===== config.mk =====
export PLATFORM = sky130hd
export DESIGN_NAME = spi_master_tx_flat
export DESIGN_NICKNAME = d
export VERILOG_FILES = /design/src/rtl/spi_master_tx_if.sv /design/src/rtl/spi_master_tx.sv /design/src/flat_wrapper.sv
export SDC_FILE = /design/constraint.sdc
export NUM_CORES = 1
export LEC_CHECK = 0
export ABC_AREA = 0
export BUFFER_PORTS_ARGS = -buffer_cell sky130_fd_sc_hd__buf_2
export CORE_ASPECT_RATIO = 0.75
export CORE_MARGIN = 3
export CORE_UTILIZATION = 30
export DETAILED_ROUTE_END_ITERATION = 10
export PLACE_DENSITY_LB_ADDON = 0.1
export RECOVER_POWER = 25
export SYNTH_ARGS = -nofsm -noshare
export SYNTH_HDL_FRONTEND = slang
export SYNTH_SLANG_ARGS = --single-unit

===== constraint.sdc =====
create_clock -name clk -period 5.87 [get_ports clk]
set_input_delay 0.2935 -clock clk [delete_from_list [all_inputs] [get_ports clk]]
set_output_delay 0.2935 -clock clk [all_outputs]
set_load 0.03 [all_outputs]

===== src/rtl/spi_master_tx_if.sv =====
// Byte-stream and SPI pin bundle for the lamp-link SPI mode-0 transmitter.
// master = transmitter side; slave = the upstream sequencer / SPI receiver view.
interface spi_master_tx_if;
   logic [7:0] tx_data;
   logic       tx_valid;
   logic       tx_last;
   logic       tx_ready;
   logic       sck;
   logic       mosi;
   logic       cs;
   logic       busy;
   logic       byte_done;
   logic       frame_done;

   modport master (
      input  tx_data, tx_valid, tx_last,
      output tx_ready, sck, mosi, cs, busy, byte_done, frame_done
   );

   modport slave (
      output tx_data, tx_valid, tx_last,
      input  tx_ready, sck, mosi, cs, busy, byte_done, frame_done
   );
endinterface


===== src/rtl/spi_master_tx.sv =====
// SPI mode-0 (CPOL=0, CPHA=0) master transmitter, MSB first, with byte-level
// valid/ready input and a last tag that closes the cs-low frame.
module spi_master_tx #(
   parameter int unsigned CLK_DIV = 4
) (
   input  logic            clk,
   input  logic            reset,
   spi_master_tx_if.master bus,
   output logic [2:0]      o_dbg_state
);

   typedef enum logic [2:0] {
      S_IDLE   = 3'd0,
      S_SETUP  = 3'd1,
      S_HIGH   = 3'd2,
      S_LOW    = 3'd3,
      S_WAIT   = 3'd4,
      S_HOLD   = 3'd5,
      S_CSHIGH = 3'd6
   } state_t;

   localparam logic [7:0] DIV_RELOAD = 8'(CLK_DIV - 1);

   state_t     r_state;
   state_t     w_next;
   logic [7:0] r_shift;
   logic [7:0] r_div;
   logic [2:0] r_bit_cnt;
   logic       r_last;
   logic       r_byte_done;
   logic       r_frame_done;

   logic       w_ready;
   logic       w_accept;
   logic       w_div_zero;
   logic       w_shift;
   logic       w_cnt_inc;
   logic       w_byte_end;
   logic       w_frame_end;

   // Handshake: a byte transfers on any rising clk edge where tx_valid and
   // tx_ready are both high; tx_ready is high only in IDLE and WAIT, and
   // tx_valid in any other state is ignored (nothing is queued).
   assign w_ready    = (r_state == S_IDLE) || (r_state == S_WAIT);
   assign w_accept   = bus.tx_valid && w_ready;
   assign w_div_zero = (r_div == 8'd0);

   always_ff @(posedge clk or negedge reset) begin
      if (!reset) r_state <= S_IDLE;
      else        r_state <= w_next;
   end

   always_comb begin
      w_next      = r_state;
      w_shift     = 1'b0;
      w_cnt_inc   = 1'b0;
      w_byte_end  = 1'b0;
      w_frame_end = 1'b0;
      case (r_state)
         S_IDLE, S_WAIT: if (w_accept) w_next = S_SETUP;
         S_SETUP:        if (w_div_zero) w_next = S_HIGH;
         S_HIGH: begin
            // Shifting on the HIGH->LOW step makes mosi change with the sck fall.
            if (w_div_zero) begin
               w_next  = S_LOW;
               w_shift = (r_bit_cnt != 3'd7);
            end
         end
         S_LOW: begin
            if (w_div_zero) begin
               if (r_bit_cnt != 3'd7) begin
                  w_cnt_inc = 1'b1;
                  w_next    = S_HIGH;
               end else begin
                  w_byte_end = 1'b1;
                  w_next     = r_last ? S_HOLD : S_WAIT;
               end
            end
         end
         S_HOLD:   if (w_div_zero) w_next = S_CSHIGH;
         S_CSHIGH: begin
            if (w_div_zero) begin
               w_frame_end = 1'b1;
               w_next      = S_IDLE;
            end
         end
         default:  w_next = S_IDLE;
      endcase
   end

   always_ff @(posedge clk or negedge reset) begin
      if (!reset) begin
         r_shift      <= 8'd0;
         r_div        <= 8'd0;
         r_bit_cnt    <= 3'd0;
         r_last       <= 1'b0;
         r_byte_done  <= 1'b0;
         r_frame_done <= 1'b0;
      end else begin
         r_byte_done  <= w_byte_end;
         r_frame_done <= w_frame_end;
         if (w_next != r_state)  r_div <= DIV_RELOAD;
         else if (!w_div_zero)   r_div <= r_div - 8'd1;
         if (w_accept) begin
            r_shift <= bus.tx_data;
            r_last  <= bus.tx_last;
         end else if (w_shift) begin
            r_shift <= {r_shift[6:0], 1'b0};
         end
         if (w_byte_end)     r_bit_cnt <= 3'd0;
         else if (w_cnt_inc) r_bit_cnt <= r_bit_cnt + 3'd1;
      end
   end

   // Pins decode straight from registered state so they cannot glitch.
   assign bus.tx_ready   = w_ready;
   assign bus.sck        = (r_state == S_HIGH);
   assign bus.cs         = (r_state == S_IDLE) || (r_state == S_CSHIGH);
   assign bus.mosi       = r_shift[7];
   assign bus.busy       = (r_state != S_IDLE);
   assign bus.byte_done  = r_byte_done;
   assign bus.frame_done = r_frame_done;
   assign o_dbg_state    = r_state;

endmodule


===== src/flat_wrapper.sv =====
// flat-port wrapper written by rule: the top's interface ports become plain ports
module spi_master_tx_flat 
#(
   parameter int unsigned CLK_DIV = 4
)
  (clk, reset, o_dbg_state, bus_tx_data, bus_tx_valid, bus_tx_last, bus_tx_ready, bus_sck, bus_mosi, bus_cs, bus_busy, bus_byte_done, bus_frame_done);
  spi_master_tx_if bus_i ();
  input  logic clk;
  input  logic reset;
  output logic [2:0] o_dbg_state;
  input wire logic [$bits(bus_i.tx_data)-1:0] bus_tx_data;
  input wire logic [$bits(bus_i.tx_valid)-1:0] bus_tx_valid;
  input wire logic [$bits(bus_i.tx_last)-1:0] bus_tx_last;
  output wire logic [$bits(bus_i.tx_ready)-1:0] bus_tx_ready;
  output wire logic [$bits(bus_i.sck)-1:0] bus_sck;
  output wire logic [$bits(bus_i.mosi)-1:0] bus_mosi;
  output wire logic [$bits(bus_i.cs)-1:0] bus_cs;
  output wire logic [$bits(bus_i.busy)-1:0] bus_busy;
  output wire logic [$bits(bus_i.byte_done)-1:0] bus_byte_done;
  output wire logic [$bits(bus_i.frame_done)-1:0] bus_frame_done;
  assign bus_i.tx_data = bus_tx_data;
  assign bus_i.tx_valid = bus_tx_valid;
  assign bus_i.tx_last = bus_tx_last;
  assign bus_tx_ready = bus_i.tx_ready;
  assign bus_sck = bus_i.sck;
  assign bus_mosi = bus_i.mosi;
  assign bus_cs = bus_i.cs;
  assign bus_busy = bus_i.busy;
  assign bus_byte_done = bus_i.byte_done;
  assign bus_frame_done = bus_i.frame_done;
  spi_master_tx #(.CLK_DIV(CLK_DIV)) u_core (.clk(clk), .reset(reset), .bus(bus_i), .o_dbg_state(o_dbg_state));
endmodule

==> flow_metrics.tcl, run 1 <==
set metrics [dict create \
    end_kind "register" \
    p_leak_uw 0.0006887 \
    hold_viol 0 \
    drt-total-wl_um 2565 \
    yosys.area.top_type "dfrtp_1" \
    grt_antenna_before_repair 0 \
    synth-seq-cells 25 \
    grt_max_degree 26 \
    start_util_pct 31.79 \
    die-area_um2 5213 \
    final_cell_mix "25 x dfrtp_1, 20 x buf_2, 14 x mux2_2" \
    status "finished clean" \
    r2r_start "u_core.r_div[4]$_DFFE_PN0P_" \
    io_buffers 21 \
    ff2ff_path_depth 4 \
    synth_top_flop_cell "dfrtp_1" \
    path_clk_slew_ns 0.08 \
    period_minus_slack_ns 2.118 \
    drtIter0Drc 95 \
    crit_path_end "u_core.r_shift[2]$_DFFE_PN0P_" \
    grt_overflow 0 \
    relSlewSlack_pct 12.37 \
    path_cells "or4_4 -> nor3_1 -> a21o_1 -> mux2_2" \
    ir_drop_mv 0.1549 \
    grt_pass1_wl_um 4588 \
    ant_nets 0 \
    clock_skew_ns 0.001919 \
    layout_commonest_cell "dfrtp_1" \
    dp_hpwl_um 1896 \
    die_w_um 82.38 \
    wl_per_cell_um 12.83 \
    numCtsBuffers 3 \
    start_kind "register" \
    max_slew.worst_pin.slew_ns 1.314 \
    grtUsageMet2_pct 15.20 \
    path_class "reg -> reg" \
    grt_use_met3_pct 3.571 \
    n_fill_cell 429 \
    syn_inst 123 \
    row_count 20 \
    hp-class "in -> reg" \
    synth_cell_type_count 34 \
    core_area_um2 4129 \
    path_buf_inv 0 \
    gr-usage-all-layers_pct 11.34 \
    yosys-top-cells-area "dfrtp_1 48%, mux2_2 12%, ha_1 2.9%, nor2_1 2.9%, mux2_1 2.6%" \
    cts_htree_levels 1 \
    crit_fanout 8 \
    worst_slack_ns 3.752 \
    boundaryPins 22 \
    clock_tree.buffer_depth 2 \
    r2r_slack_ns 3.75 \
    drc_errors 0 \
    place_ws_ns 3.728 \
    rsz0062_at_grt "false" \
    synth.top_cell.area_share_pct 47.66 \
    drive_gt1_share_pct 30.34 \
    clock_sinks 25 \
    clock.fmax_mhz 472.1 \
    power_uw 629.7 \
    cts_tree "done" \
    critPathTopFamily "simple AND/OR/NAND/NOR gates" \
    finalWeightedCongestion 0.7543 \
    cts_setup_buffers 0 \
    synth_edf_count 0 \
    finalSetupViolations 0 \
    clock-root-buffer "clkbuf_8" \
    cts_resized 0 \
    nets 161 \
    vias 966 \
    synth_warnings 0 \
    yosysSeqAreaShare_pct 47.66 \
    grt.busiest_layer "met1" \
    slowest_stage "or4_4" \
    cp_num_cells 4 \
    critPathLaunch "u_core.r_div[4]$_DFFE_PN0P_" \
    synth.cell_area_um2 1313 \
    vias_per_cell 4.830 \
    synthArstFlopShare_pct 100.0 \
    worst-endpoint-required_ns 6.02 \
    cp.arrival_ns 2.27 \
    final_core_util_pct 36.82 \
    area_delta_synth_final_pct 15.82 \
    grt_use_met1_pct 17.52 \
    tns_ns 0 \
    worstSkewPairLatency_ns 0.26 \
    cap_violations 0 \
    dr.pass1.iters 4 \
    slowest_delay_ns 0.58 \
    syn_area_per_cell_um2 10.67 \
    num_antenna_cells 0 \
    p_per_area_nw_per_um2 414.2 \
    syn_nets 138 \
    reg2reg_to "u_core.r_shift[2]$_DFFE_PN0P_" \
    grt_pass1_vias 955 \
    drv_slew 0 \
    die_h_um 63.28 \
    ctsHoldBuffers 0 \
    finalCritPeriodShare_pct 36.09 \
]
[state kept, by name, indices dropped and copies added (netlist names)]
register / cells
u_core.r_div: 8
u_core.r_shift: 8
u_core.o_dbg_state: 3
u_core.r_bit_cnt: 3
u_core.bus.byte_done: 1
u_core.bus.frame_done: 1
u_core.r_last: 1
[logic make-up (layout without fill, tap and decap cells)]
group           count (synthesis)  after routing  synth area share, %
mux                            17             17                14.59
fa+ha+maj                       3              3                2.860
flops                          25             25                47.66
compound gates                 24             24                12.01
simple gates                   42             42                18.02
xor+xnor                        3              3                2.002
buf+inv                         9             31                2.860
[report_power, final]
| group | switching, uW | total [uW] | internal, uW |
|---|---|---|---|
| clock | 53.5 | 101 | 47.4 |
| combinational | 114 | 231 | 116 |
| sequential | 60.6 | 298 | 237 |
[through the flow]
step / hold WS, ns / cells / cell area, um^2
floorplan: -0.002091 / 123 / 1313
global placement: 0.3268 / 196 / 1475
detailed placement: 0.3272 / 196 / 1475
CTS: 0.02602 / 200 / 1521
global route: 0.2508 / 200 / 1520
finish: 0.2561 / 200 / 1520
[tightest hold or removal path, delay by kind of cell]
kind	cells	cell delay [ns]
AOI/OAI and AO/OA	1	0.07
buffers and inverters	1	0.08
and+or+nand+nor	1	0.04
[cell type report]
type,instances,area (um^2),share of cell area (%)
repair buffers,22,111.4,7.325
clock inverters,1,5.005,0.3292
clock buffers,3,41.29,2.716
flip-flops and latches,25,625.6,41.15
inverters,5,18.77,1.235
multi-input cells,89,649.4,42.72
well taps,55,68.82,4.527
[synthesized netlist by cell type (all sizes together) (2+ instances only)]
cell type / number
a21oi: 6
a31oi: 2
clkbuf: 3
dfrtp: 25
ha: 3
inv: 5
mux2: 17
nand2: 8
nand2b: 5
nand3: 3
nor2: 10
nor2b: 3
nor3: 6
nor3b: 2
o21ai: 4
o22ai: 2
o41ai: 2
xnor2: 3
[worst min-delay path by stage]
stage	start	slack [ns]	cells after the start	endpoint
finish	bus_tx_data[0]	0.26	3	u_core.r_shift[0]$_DFFE_PN0P_
global route	bus_tx_last	0.25	2	u_core.r_last$_DFFE_PN0P_
CTS	reset	0.03	1	u_core.bus.byte_done$_DFF_PN0_
detailed placement	reset	0.33	1	u_core.r_bit_cnt[2]$_DFFE_PN0P_
global placement	reset	0.33	1	u_core.bus.byte_done$_DFF_PN0_
floorplan	reset	-0.002	0	u_core.bus.byte_done$_DFF_PN0_
[layer usage]
metal	share of wire [%]	routed length, um	up-vias
met3	5.6	143	2
li1	-	-	486
met4	0.70	18	0
met2	40	1015	25
met5	0	0	-
met1	54	1389	453
(Power assumes the default switching activity.)
==> run 2, diff against run 1 <==
- clock period: 5.87 -> 1.7 ns (I/O delays scaled with it)
==> run 2 against run 1 <==
Against the previous run:
- clock skew is 0.0023 ns higher
- combinational power rose to 6.2 times the previous value
- routed wire length increased by 18%
- the run now ends with setup timing left
- clock power increased to 3.4 times the previous value
- worst hold slack worse by 0.22 ns
- die area stayed put
- register-to-register slack got worse by 3.9 ns
==> flow_metrics.tcl, run 2 (synthesis results as in run 1) <==
set metrics [dict create \
    status "finished, violations left" \
    violations "setup timing" \
    die_h_um 63.28 \
    drt-total-wl_um 3019 \
    drv_slew 0 \
    hp-class "in -> reg" \
    final_cell_mix "25 x dfrtp_1, 24 x buf_4, 20 x buf_2" \
    pwr-share-comb_pct 52.3 \
    io_buffers 21 \
    end_kind "register" \
    boundaryPins 22 \
    clock_tree.buffer_depth 2 \
    clock.fmax_mhz 532.7 \
    final_core_util_pct 44.55 \
    dr.pass1.iters 4 \
    start_util_pct 31.79 \
    hold_viol 0 \
    drive_gt1_share_pct 48.54 \
    die_w_um 82.38 \
    switching_share_pct 35.41 \
    reg.largest.list "u_core.r_div: 8 flops, u_core.r_shift: 8 flops" \
    ir_drop_mv 0.6858 \
    cts_tree "done" \
    grt_pass1_vias 1098 \
    power.share.clock_pct 12.5 \
    cap_violations 0 \
    grt_use_met1_pct 18.59 \
    max_slew.worst_pin.slew_ns 0.6258 \
    finalNonFillerCells 226 \
    drc_errors 0 \
    vias_per_cell 4.898 \
    dp_hpwl_um 2266 \
    relSlewSlack_pct 58.28 \
    grt.busiest_layer "met2" \
    num_antenna_cells 0 \
    path_class "reg -> reg" \
    cts_htree_levels 1 \
    nets 187 \
    worst-endpoint-required_ns 1.85 \
    finalWeightedCongestion 0.8454 \
    grt_overflow 0 \
    p_leak_uw 0.0008557 \
    path_clk_slew_ns 0.08 \
    placed_area_um2 1712 \
    drtIter0Drc 70 \
    clock-root-buffer "clkbuf_8" \
    final_area_um2 1839 \
    power_switching_uw 970.0 \
    n_fill_cell 408 \
    crit_fanout 3 \
    ant_nets 0 \
    grt_antenna_before_repair 0 \
    grt_use_met3_pct 3.571 \
    finalSetupViolations 14 \
    worstSkewPairLatency_ns 0.26 \
    p_seq_share_pct 35.2 \
    dp.cells 221 \
    vias 1107 \
    grt_pass1_wl_um 5202 \
    tns_ns -1.576 \
    grtUsageMet2_pct 19.00 \
    die-area_um2 5213 \
    layout_commonest_cell "dfrtp_1" \
    start_kind "register" \
    cts_setup_buffers 0 \
    numCtsBuffers 3 \
    worst_slack_ns -0.1771 \
    clock_sinks 25 \
    period_minus_slack_ns 1.877 \
    grt_max_degree 26 \
    intPower_uw 1769 \
    clock_skew_ns 0.004222 \
    area_delta_synth_final_pct 40.13 \
    core_area_um2 4129 \
    cp.arrival_ns 2.03 \
    wl_per_cell_um 13.36 \
    worst_hold_slack_ns 0.03979 \
    row_count 20 \
    p_per_area_nw_per_um2 1489 \
    finalCritPeriodShare_pct 110.4 \
    rsz0062_at_grt "true" \
    gr-usage-all-layers_pct 13.03 \
]
-- run 2: changes by cell type in the layout (fill, tap and decap cells not counted), moves of 2 or more --
cell and change:
a21oi_1 -2, a21oi_2 +2, buf_4 +23, mux2_1 -3, mux2_2 -7, mux2_4 +10, nor3b_1 -2, nor3b_2 +2
-- run 2: layout make-up --
cell class	count	area, um^2	share of cell area [%]
multi-input cells	89	753.2	40.95
clock buffers	3	41.29	2.245
flip-flops and latches	25	625.6	34.01
repair buffers	48	326.6	17.76
clock inverters	1	5.005	0.2721
well taps	55	68.82	3.742
inverters	5	18.77	1.020
-- run 2: worst max-delay path, stage by stage (launching register included) --
cell	delay (ns)
dfrtp_1	0.39
or4_4	0.58
buf_6	0.15
nor3_4	0.11
and3_4	0.23
mux2_4	0.31
-- run 2: per-stage QoR --
stage	total power, uW	worst slack (ns)
floorplan	1710	-0.1705
global placement	2216	-0.1345
detailed placement	2239	-0.1871
CTS	2691	-0.1720
global route	2977	-0.2214
finish	2739	-0.1771
-- run 2: per-layer routing --
| layer | vias up | wire length, um |
|---|---|---|
| li1 | 538 | - |
| met1 | 527 | 1446 |
| met2 | 37 | 1313 |
| met3 | 5 | 222 |
| met4 | 0 | 36 |
| met5 | - | 0 |
-- run 2: final timing paths --
| path | from | to | slack (ns) | cells after the start |
|---|---|---|---|---|
| min | bus_tx_data[0] | u_core.r_shift[0]$_DFFE_PN0P_ | 0.04 | 3 |
| max reg2reg | u_core.r_div[3]$_DFFE_PN0P_ | u_core.r_bit_cnt[2]$_DFFE_PN0P_ | -0.18 | 5 |
| min reg2reg | u_core.r_shift[7]$_DFFE_PN0P_ | u_core.r_shift[7]$_DFFE_PN0P_ | 0.52 | 1 |
| max | u_core.r_div[3]$_DFFE_PN0P_ | u_core.r_bit_cnt[2]$_DFFE_PN0P_ | -0.18 | 5 |
| min in group asynchronous | reset | u_core.r_div[1]$_DFFE_PN0P_ | 0.36 | 2 |
| max in group asynchronous | reset | u_core.r_div[5]$_DFFE_PN0P_ | 0.92 | 2 |
-- run 2: power groups by stage --
| stage | logic [uW] | clock network, uW | registers [uW] |
|---|---|---|---|
| final | 1430 | 343 | 964 |
| after global routing | 1590 | 394 | 997 |
| after CTS | 1360 | 368 | 963 |
| after detailed placement | 1270 | 0 | 974 |
| after global placement | 1250 | 0 | 964 |
| after floorplan | 685 | 0 | 1030 |
-- run 2: timing repair --
action | CTS | global route
gates resized for setup | 9 | 6
pin swaps | 4 | 0
setup endpoints to repair | 15 | 17
hold buffers | 1 | 0
hold endpoints to repair | 25 | 0
==> run 3, diff against run 2 <==
- GPL_TIMING_DRIVEN: unset -> 0
==> run 3 against run 2 <==
Against the previous run:
- the flow still finishes with violations (setup timing)
- worst hold slack got worse by 0.0045 ns
- global-route usage is 1.0 points lower
- non-clock buffer count decreased by 7
- combinational power down 8%
- critical path depth unchanged
- maximum frequency decreased by 0.33%
- utilization shrank 0.88 points
- first-iteration DRC count rose by 81%
- flip-flop and latch count unchanged
- design area down 2.0%
- clock skew increased by 0.0067 ns
- final cell count down 3.1%
- critical endpoint is now u_core.r_shift[2]$_DFFE_PN0P_
- highest routed layer unchanged
==> flow_metrics.tcl, run 3 (synthesis results as in run 1) <==
set metrics [dict create \
    status "finished, violations left" \
    violations "setup timing" \
    cp.arrival_ns 2.03 \
    grt_pass1_wl_um 4905 \
    hp-class "in -> reg" \
    clock_sinks 25 \
    die_h_um 63.28 \
    place_ws_ns -0.3564 \
    boundaryPins 22 \
    dp_hpwl_um 1941 \
    p_per_area_nw_per_um2 1495 \
    path_class "reg -> reg" \
    start_kind "register" \
    finalSetupViolations 15 \
    worst_slack_ns -0.1834 \
    wl_per_cell_um 13.89 \
    cts_tree "done" \
    max_slew.worst_pin.slew_ns 0.6243 \
    cap_violations 0 \
    grt_overflow 0 \
    clock_skew_ns 0.01096 \
    crit_fanout 8 \
    area_delta_synth_final_pct 37.37 \
    vias_per_cell 4.922 \
    finalCritPeriodShare_pct 110.8 \
    drv_slew 0 \
    path_clk_slew_ns 0.09 \
    dp.cells 199 \
    drt-total-wl_um 3043 \
    finalNonFillerCells 219 \
    vias 1078 \
    num_antenna_cells 0 \
    cts_htree_levels 1 \
    drive_gt1_share_pct 47.56 \
    drc_errors 0 \
    ant_nets 0 \
    grt_pass1_vias 1018 \
    finalWeightedCongestion 0.8015 \
    grt_max_degree 26 \
    clock_tree.buffer_depth 2 \
    nets 180 \
    row_count 20 \
    layout_commonest_cell "dfrtp_1" \
    die_w_um 82.38 \
    gr-usage-all-layers_pct 12.02 \
    clock.fmax_mhz 531.0 \
    hold_viol 0 \
    relSlewSlack_pct 58.38 \
    worst_hold_slack_ns 0.03533 \
    clock-root-buffer "clkbuf_8" \
    drtIter0Drc 127 \
    ir_drop_mv 0.5539 \
    start_util_pct 31.79 \
    final_cell_mix "23 x dfrtp_1, 20 x buf_2, 14 x buf_4" \
    worstSkewPairLatency_ns 0.27 \
    p_leak_uw 0.0008188 \
    grt_antenna_before_repair 0 \
    numCtsBuffers 3 \
    rsz0062_at_grt "true" \
    end_kind "register" \
    power_uw 2696 \
    die-area_um2 5213 \
    core_area_um2 4129 \
    io_buffers 21 \
    period_minus_slack_ns 1.883 \
    dr.pass1.iters 4 \
    reg.largest.list "u_core.r_div: 8 flops, u_core.r_shift: 8 flops" \
    worst-endpoint-required_ns 1.85 \
]
-- run 3: cell count changes in the layout (fill, tap and decap cells not counted), moves of 2 or more --
cell	previous run	this run
dfrtp_1	25	23
dfrtp_2	0	2
clkbuf_2	1	3
buf_4	24	14
clkbuf_1	0	2
-- run 3: timing repair --
action                                  CTS  global route
endpoints found under the setup margin   19            23
gates resized for setup                   7            18
hold endpoints to repair                 25             0
hold buffers                              1             0
buffers inserted                          6             9
pin swaps                                 3             7
-- run 3: metrics by stage --
| step | setup TNS, ns | utilization, % | instance area (um^2) |
|---|---|---|---|
| global route | -2.888 | 43.67 | 1803 |
| global placement | -4.163 | 37.00 | 1528 |
| CTS | -2.853 | 40.06 | 1654 |
| finish | -2.004 | 43.67 | 1803 |
| floorplan | -1.270 | - | 1354 |
| detailed placement | -4.111 | 37.00 | 1528 |
-- run 3: power by group --
| group | total (uW) | leakage [uW] | switching (uW) | internal [uW] |
|---|---|---|---|---|
| Clock | 350 | 0.0000228 | 182 | 167 |
| Combinational | 1310 | 0.000486 | 579 | 732 |
| Sequential | 1030 | 0.000310 | 210 | 825 |
-- run 3: final timing paths --
kind | end | slack [ns] | cells past startpoint | from
worst max register to register | u_core.r_shift[2]$_DFFE_PN0P_ | -0.18 | 5 | u_core.r_div[5]$_DFFE_PN0P_
worst min-delay path | u_core.r_shift[0]$_DFFE_PN0P_ | 0.04 | 3 | bus_tx_data[0]
min in group asynchronous | u_core.r_div[5]$_DFFE_PN0P_ | 0.36 | 2 | reset
worst min register to register | u_core.r_shift[3]$_DFFE_PN0P_ | 0.51 | 1 | u_core.r_shift[3]$_DFFE_PN0P_
max in group asynchronous | u_core.r_div[2]$_DFFE_PN0P_ | 0.90 | 2 | reset
worst max-delay path | u_core.r_shift[2]$_DFFE_PN0P_ | -0.18 | 5 | u_core.r_div[5]$_DFFE_PN0P_
-- run 3: area by class of cell --
type	count	area [um^2]
repair buffers	37	231.5
flip-flops and latches	25	628.1
fillers	406	2326
well taps	55	68.82
plain buffers	4	25.02
inverters	5	18.77
clock buffers	4	45.04
multi-input cells	89	785.8
-- run 3: critical path: stages (launching register included) --
cell	delay (ns)
dfrtp_1	0.42
or4_4	0.57
nor3_4	0.15
a21o_1	0.15
buf_6	0.16
mux2_4	0.31
-- run 3: routing by layer --
| metal | wire [um] | share of wire (%) | vias to the layer above | global-route usage, % |
|---|---|---|---|---|
| li1 | - | - | 528 | - |
| met1 | 1519 | 50 | 522 | 18.74 |
| met2 | 1324 | 44 | 26 | 16.40 |
| met3 | 181 | 5.9 | 2 | 3.143 |
| met4 | 18 | 0.59 | 0 | 2.490 |
| met5 | 0 | 0 | - | 0 |
